File: config.mk
export PLATFORM = sky130hd
export DESIGN_NAME = branch_update_queue
export DESIGN_NICKNAME = d
export VERILOG_FILES = /design/src/rtl/branch_update_queue.sv
export SDC_FILE = /design/constraint.sdc
export NUM_CORES = 1
export LEC_CHECK = 0
export BUFFER_PORTS_ARGS = -buffer_cell sky130_fd_sc_hd__buf_2
export CAP_MARGIN = 20
export CORE_MARGIN = 2
export CORE_UTILIZATION = 50
export DETAILED_ROUTE_END_ITERATION = 10
export PLACE_DENSITY = 0.72
export REMOVE_ABC_BUFFERS = 1
export SLEW_MARGIN = 20
export SYNTH_ARGS = -nofsm -noshare
export SYNTH_HDL_FRONTEND = slang
export SYNTH_SLANG_ARGS = --single-unit
File: constraint.sdc
create_clock -name clk -period 4.1 [get_ports clk]
set_input_delay 0.41 -clock clk [delete_from_list [all_inputs] [get_ports clk]]
set_output_delay 0.41 -clock clk [all_outputs]
set_load 0.03 [all_outputs]
File: src/rtl/branch_update_queue.sv
// Branch resolution queue: detects mispredicts at execute, pulses a one-cycle
// fetch redirect, and buffers taken-branch corrections for the BTB write port.
module branch_update_queue #(
    parameter int DEPTH      = 4,
    parameter int ADDR_WIDTH = 32
) (
    input  logic                  clk,
    input  logic                  rst,
    input  logic                  res_valid,
    output logic                  res_ready,
    input  logic [ADDR_WIDTH-1:0] res_pc,
    input  logic [ADDR_WIDTH-1:0] res_target,
    input  logic                  res_is_jump,
    input  logic                  res_taken,
    input  logic                  res_pred_hit,
    input  logic [ADDR_WIDTH-1:0] res_pred_target,
    output logic                  flush,
    output logic [ADDR_WIDTH-1:0] flush_pc,
    output logic                  is_branch_out,
    output logic                  is_jump_out,
    output logic [ADDR_WIDTH-1:0] inst_pc_out,
    output logic [ADDR_WIDTH-1:0] target_out,
    input  logic                  upd_ready
);
    localparam int PTR_W = $clog2(DEPTH);
    localparam int CNT_W = PTR_W + 1;
    localparam logic [CNT_W-1:0] FULL_CNT = CNT_W'(DEPTH);

    logic [ADDR_WIDTH-1:0] pc_mem_q  [DEPTH];
    logic [ADDR_WIDTH-1:0] pc_mem_d  [DEPTH];
    logic [ADDR_WIDTH-1:0] tgt_mem_q [DEPTH];
    logic [ADDR_WIDTH-1:0] tgt_mem_d [DEPTH];
    logic [DEPTH-1:0]      jmp_mem_q;
    logic [DEPTH-1:0]      jmp_mem_d;

    logic [PTR_W-1:0]      wr_ptr_q, wr_ptr_d;
    logic [PTR_W-1:0]      rd_ptr_q, rd_ptr_d;
    logic [CNT_W-1:0]      count_q, count_d;
    logic                  flush_q, flush_d;
    logic [ADDR_WIDTH-1:0] flush_pc_q, flush_pc_d;

    logic accept;
    logic actual_taken;
    logic mispredict;
    logic enq;
    logic deq;
    logic not_empty;

    // Valid/ready: a resolution transfers on a cycle where res_valid and
    // res_ready are both high; a BTB update transfers where is_branch_out and
    // upd_ready are both high. res_ready depends only on registered count.
    always_comb begin
        not_empty    = (count_q != '0);
        res_ready    = (count_q != FULL_CNT);
        accept       = res_valid & res_ready;
        actual_taken = res_is_jump | res_taken;
        mispredict   = (res_pred_hit != actual_taken)
                     | (actual_taken & res_pred_hit & (res_pred_target != res_target));
        enq          = accept & actual_taken
                     & (~res_pred_hit | (res_pred_target != res_target));
        deq          = not_empty & upd_ready;
    end

    always_comb begin
        pc_mem_d  = pc_mem_q;
        tgt_mem_d = tgt_mem_q;
        jmp_mem_d = jmp_mem_q;
        wr_ptr_d  = wr_ptr_q;
        rd_ptr_d  = rd_ptr_q;
        count_d   = count_q;
        if (enq) begin
            pc_mem_d[wr_ptr_q]  = res_pc;
            tgt_mem_d[wr_ptr_q] = res_target;
            jmp_mem_d[wr_ptr_q] = res_is_jump;
            wr_ptr_d            = wr_ptr_q + PTR_W'(1);
        end
        if (deq) begin
            rd_ptr_d = rd_ptr_q + PTR_W'(1);
        end
        case ({enq, deq})
            2'b10:   count_d = count_q + CNT_W'(1);
            2'b01:   count_d = count_q - CNT_W'(1);
            default: count_d = count_q;
        endcase
    end

    // Redirect to the target when the branch went, else to the fall-through.
    always_comb begin
        flush_d    = 1'b0;
        flush_pc_d = '0;
        if (accept & mispredict) begin
            flush_d    = 1'b1;
            flush_pc_d = actual_taken ? res_target : (res_pc + ADDR_WIDTH'(4));
        end
    end

    always_comb begin
        flush         = flush_q;
        flush_pc      = flush_pc_q;
        is_branch_out = not_empty;
        is_jump_out   = not_empty ? jmp_mem_q[rd_ptr_q] : 1'b0;
        inst_pc_out   = not_empty ? pc_mem_q[rd_ptr_q]  : '0;
        target_out    = not_empty ? tgt_mem_q[rd_ptr_q] : '0;
    end

    always_ff @(posedge clk or negedge rst) begin
        if (!rst) begin
            wr_ptr_q   <= '0;
            rd_ptr_q   <= '0;
            count_q    <= '0;
            flush_q    <= 1'b0;
            flush_pc_q <= '0;
        end else begin
            wr_ptr_q   <= wr_ptr_d;
            rd_ptr_q   <= rd_ptr_d;
            count_q    <= count_d;
            flush_q    <= flush_d;
            flush_pc_q <= flush_pc_d;
        end
    end

    // Storage needs no reset: every head output is masked while empty.
    always_ff @(posedge clk) begin
        pc_mem_q  <= pc_mem_d;
        tgt_mem_q <= tgt_mem_d;
        jmp_mem_q <= jmp_mem_d;
    end

endmodule

; After elaboration in Yosys (flattened, before gate mapping)
; Index checks and enable logic that the tools add are counted.
[totals]
regBits = 300
latchBits = 0
mem_bits_rw = 0
mem_bits_ro = 0
inputBits = 103
out_inout_bits = 100
word_cells = 69
mem_count = 0
[classes]
n_addsub = 5
mul = 0
div = 0
order_cmp = 6
n_eq_ne = 5
shifts = 0
muxes = 22
bitwise_logic = 13
n_reduce_logical = 4
[op_table]
columns = op, count
row1 = 32-bit 2-to-1 mux, 9
row2 = 128-bit bitwise mux, 2
row3 = 32-bit binary-select mux with 2-bit select, 2
row4 = 32-bit demux with 2-bit select, 1
row5 = 32-bit by 3-bit adder with 32-bit output (second input constant), 1
row6 = 32-bit != test, 1
row7 = 1-bit AND, 7
row8 = 3-bit greater-or-equal comparator (second input constant), 2
row9 = 2-bit by 3-bit less-than comparator with 1-bit output (second input constant), 2
row10 = 2-bit inverter with 3-bit output, 2
row11 = 3-bit case mux with 2 select lines, 1
row12 = 2-bit by 1-bit adder with 2-bit output (second input constant), 2
row13 = 4-bit bitwise mux, 1
row14 = 1-bit 2-to-1 mux, 4
row15 = 3-bit by 1-bit adder with 3-bit output (second input constant), 1
row16 = 3-bit by 1-bit less-than comparator with 1-bit output (second input constant), 1
row17 = 3-bit != test (second input constant), 1
row18 = 1-bit bitwise OR, 3
row19 = 3-bit nonzero test, 1
row20 = 3-bit by 1-bit subtractor with 3-bit output (second input constant), 1
row21 = 1-bit binary-select mux with 2-bit select, 1
row22 = 1-bit demux with 2-bit select, 1
row23 = 2-bit by 1-bit equality test with 1-bit output (second input constant), 1
row24 = 2-bit equality test (second input constant), 1
row25 = other kinds (5), 6

; Depth between registers and ports, before layout
[logic_depth]
ltp_word = 6
ltp_mapped = 12
mapped_depth_nobuf = 12

; Worst setup path before layout
; Ideal clock, no wire load.
[synth_timing]
path_type = flip-flop to flip-flop
startpoint = register count_q[0]
endpoint = register jmp_mem_q[0] (enable)
setup_ps = 430
arrival_time_ps = 2884
required_ps = 3670
slack_ps = 786
path_stages_with_launch = 7
n_path_buf = 0
period_less_slack_ps = 3314
cell_sequence = dfrtp_1 > inv_1 > nand3_1 > and2_1 > nand2_1 > a21oi_1 > and2_1
[synth_between]
elab_chain_len = 4
[synth_lines]
columns = element, line_no
row1 = from (decl), 38  ; logic [CNT_W-1:0] count_q, count_d;
row2 = from (signal assigned), 116  ; count_q <= count_d;
row3 = 3-bit != test, 54  ; res_ready = (count_q != FULL_CNT);
row4 = named net res_ready, 10  ; output logic res_ready,
row5 = 1-bit AND, 55  ; accept = res_valid & res_ready;
row6 = 1-bit AND, 59  ; enq = accept & actual_taken
row7 = 1-bit AND, 60  ; & (~res_pred_hit | (res_pred_target != res_target));
row8 = to (signal assigned), 126  ; jmp_mem_q <= jmp_mem_d;
row9 = to (decl), 33  ; logic [DEPTH-1:0] jmp_mem_q;
; The timed path passes the listed nets, and every way through them passes these cells.
; A chain may end at the register's enable or synchronous reset.

; Final worst setup path
[layout_timing]
startpoint = register rd_ptr_q[0]
endpoint = output port target_out[30]
[layout_between]
elab_chain_len = 5
[layout_lines]
columns = element, line_no
row1 = from (decl), 37  ; logic [PTR_W-1:0] rd_ptr_q, rd_ptr_d;
row2 = from (signal assigned), 115  ; rd_ptr_q <= rd_ptr_d;
row3 = 2-bit inverter with 3-bit output (not written as such), 103  ; target_out = not_empty ? tgt_mem_q[rd_ptr_q] : '0;
row4 = 32-bit binary-select mux with 2-bit select, 103
row5 = 32-bit 2-to-1 mux (not written as such) (2 in a row), 103
row6 = 32-bit 2-to-1 mux, 103
row7 = to (decl), 22  ; output logic [ADDR_WIDTH-1:0] target_out,
; Every way passes these cells. The select of a mux whose other input is x is not followed.

==> flow_metrics.tcl <==
set metrics [dict create \
    drc_errors 0 \
    ant_nets 0 \
    synth_cells 684 \
    antenna_found_initial 3 \
    synth-edff-count 260 \
    yosysTopAreaCell "edfxtp_1" \
    crit_arrival_ns 2.64 \
    worst_pin_slew_ns 1.08 \
    cts.sinks 300 \
    hp-start "res_pc[7]" \
    num_io_pins 203 \
    slew_headroom_pct 28.2 \
    grt_pass1_wl_mm 42.0 \
    htree_levels 1 \
    fin_crit_ns 3.05 \
    p_total_mw 10.9 \
    worst-setup-path-type "flip-flop to primary output" \
    syn_to_final_growth_pct 20.3 \
    cp_slowest_cell "dfrtp_4" \
    dr_total_vias 6896 \
    layout_common_cells "edfxtp_1, buf_2, and2_1" \
    power_per_cell_area_nw_per_um2 731 \
    globalRouteOverflowTotal 0 \
    die_w_microns 161 \
    setup_viol 0 \
    required_ns 3.69 \
    cts_tree "built" \
    cp_top_family "flip-flops" \
    dr.first_iter.drc_count 610 \
    drv_cap 0 \
    hp-class "input pin to flip-flop" \
    endpoint_kind "primary output" \
    min_period_over_period_pct 74.4 \
    synth_ff_type "edfxtp_1" \
    grt_start_max_net_pins 67 \
    startpoint_type "flip-flop" \
    slew_viol_final 0 \
    clk_latency_ns 0.57 \
    cp_max_fo 29 \
    yosysTopAreaCellShare_pct 63.0 \
    crit_chain "buf_4 > mux4_2 > and2_1 > buf_2" \
    outcome "finished clean" \
    via_per_inst 5.54 \
    avgRoutedWirePerCell_microns 22.6 \
    rsz0062_at_grt "false" \
    hold_violations 0 \
    syn_area_per_cell_sq_um 18.1 \
    numCtsBuffers 30 \
    max_stage_delay_ns 0.83 \
    tns_ns 0 \
    synth_area_sq_um 12400 \
    track_usage_pct 21.6 \
    ys_ff_latch 300 \
    fin_area_sq_um 14900 \
    max_freq_mhz 328 \
    root_buffer "clkbuf_16" \
    core_sq_um 24300 \
    yosysWarnings 0 \
    startpoint "rd_ptr_q[0]" \
    initial_core_util_pct 51.0 \
    ys_types 32 \
    skew_ns 0.0315 \
    wirelength_mm 28.1 \
    final_common_cell "edfxtp_1" \
    crit_buf_inv 2 \
    nets 1005 \
    die-area_sq_um 26100 \
    drive_above_1_share_pct 37.8 \
    r2r_start "count_q[0]" \
    synthArstFlopShare_pct 13.3 \
    postCtsSetupBuffers 0 \
    clockBufferDepth 3 \
    dr.pass1.iters 5 \
    grt_pass1_vias 6991 \
    die_y_microns 161 \
    yosysSeqAreaShare_pct 71.1 \
    irDropWorstVdd_uv 476 \
    place_congestion 0.729 \
    n_fill_cell 1814 \
    place_area_sq_um 13800 \
    num_rows 57 \
    dp_hpwl_mm 17.1 \
    worst_setup_hold_path_clk_slew_ns 0.06 \
    synth_area_leaders "edfxtp_1, mux4_2, dfrtp_1" \
    io_buffers 202 \
    p_leak_nw 5.46 \
]
sequential cells by signal (all words and copies together), names as in the netlist:
signal and cells:
pc_mem_q 128, tgt_mem_q 128, flush_pc 32, jmp_mem_q 4
count_q 3, rd_ptr_q 2, wr_ptr_q 2, flush 1
kinds of logic (layout without fill, tap and decap cells):
logic type	after synthesis	in the layout	synth area share, %
xor+xnor	66	66	4.66
compound gates	34	34	2.24
simple gates	168	168	7.78
buf+inv	41	275	1.37
mux	67	67	12.0
other cells	0	2	0
fa+ha+maj	8	8	0.868
flops	300	300	71.1
worst register-to-register path: cells and delay by family, from the launching register on:
kind	cells	cell delay [ns]
simple gates	4	1.37
compound gates	1	0.45
flops	1	0.38
buf+inv	1	0.09
Yosys cell counts, types with 2 or more instances:
cell,count
edfxtp_1,260
xor2_1,58
buf_2,10
a21oi_1,4
inv_1,9
nand2_1,20
a211oi_1,24
and3_1,4
ha_1,7
and4_1,3
xnor2_1,8
nand4_1,6
nand3_1,12
clkbuf_1,20
nor2_1,35
mux4_2,65
nor4_1,9
a211oi_2,5
dfrtp_1,40
and2_1,72
nor4_4,2
per-stage QoR:
stage | util, % | hold WS [ns] | setup slack [ns] | std cells
5_1_grt | 61.3 | 0.0974 | 0.879 | 1243
3_3_place_gp | 56.7 | 0.417 | 0.983 | 1185
3_5_place_dp | 56.7 | 0.418 | 0.957 | 1185
6_report | 61.3 | 0.0937 | 1.05 | 1244
4_1_cts | 61.3 | 0.0785 | 0.948 | 1242
2_1_floorplan | - | 0.114 | -0.383 | 652
layout make-up:
class                           count  area (sq um)  area share, %
Sequential cell                   300          8820           59.1
Multi-Input combinational cell    343          3440           23.1
Timing Repair Buffer              210          1100           7.37
Clock buffer                       41           872           5.85
Tap cell                          324           405           2.72
Clock inverter                     15           231           1.55
Inverter                            9          33.8          0.227
Antenna cell                        2          5.00         0.0336
what timing repair did:
item | in CTS | in global routing
endpoints found under the setup margin | 0 | 0
resized for setup | 0 | 0
hold buffers | 1 | 0
endpoints found under the hold margin | 16 | 0
final timing paths:
path | to | slack [ns] | depth (start not counted)
worst max-delay path | target_out[30] | 1.05 | 4
worst min register to register | count_q[2] | 0.49 | 1
worst min-delay path | pc_mem_q[103] | 0.09 | 1
worst max register to register | jmp_mem_q[3] | 1.38 | 6
max in group asynchronous | rd_ptr_q[1] | 2.86 | 3
min in group asynchronous | flush_pc[22] | 0.38 | 2
report_power, final:
group,internal (mW),switching (mW),total [mW]
Combinational,1.44,2.28,3.72
Sequential,3.86,0.353,4.21
Clock,1.81,1.16,2.96
Total,7.10,3.79,10.9
routing by layer:
metal / routed length, microns / track usage [%] / up-vias
met1: 11900 / 31.3 / 3495
met5: 13 / 0 / -
met4: 622 / 5.28 / 2
met2: 13300 / 34.4 / 285
met3: 2280 / 4.39 / 46
li1: - / - / 3068
Power figures use the tool's default switching activity.
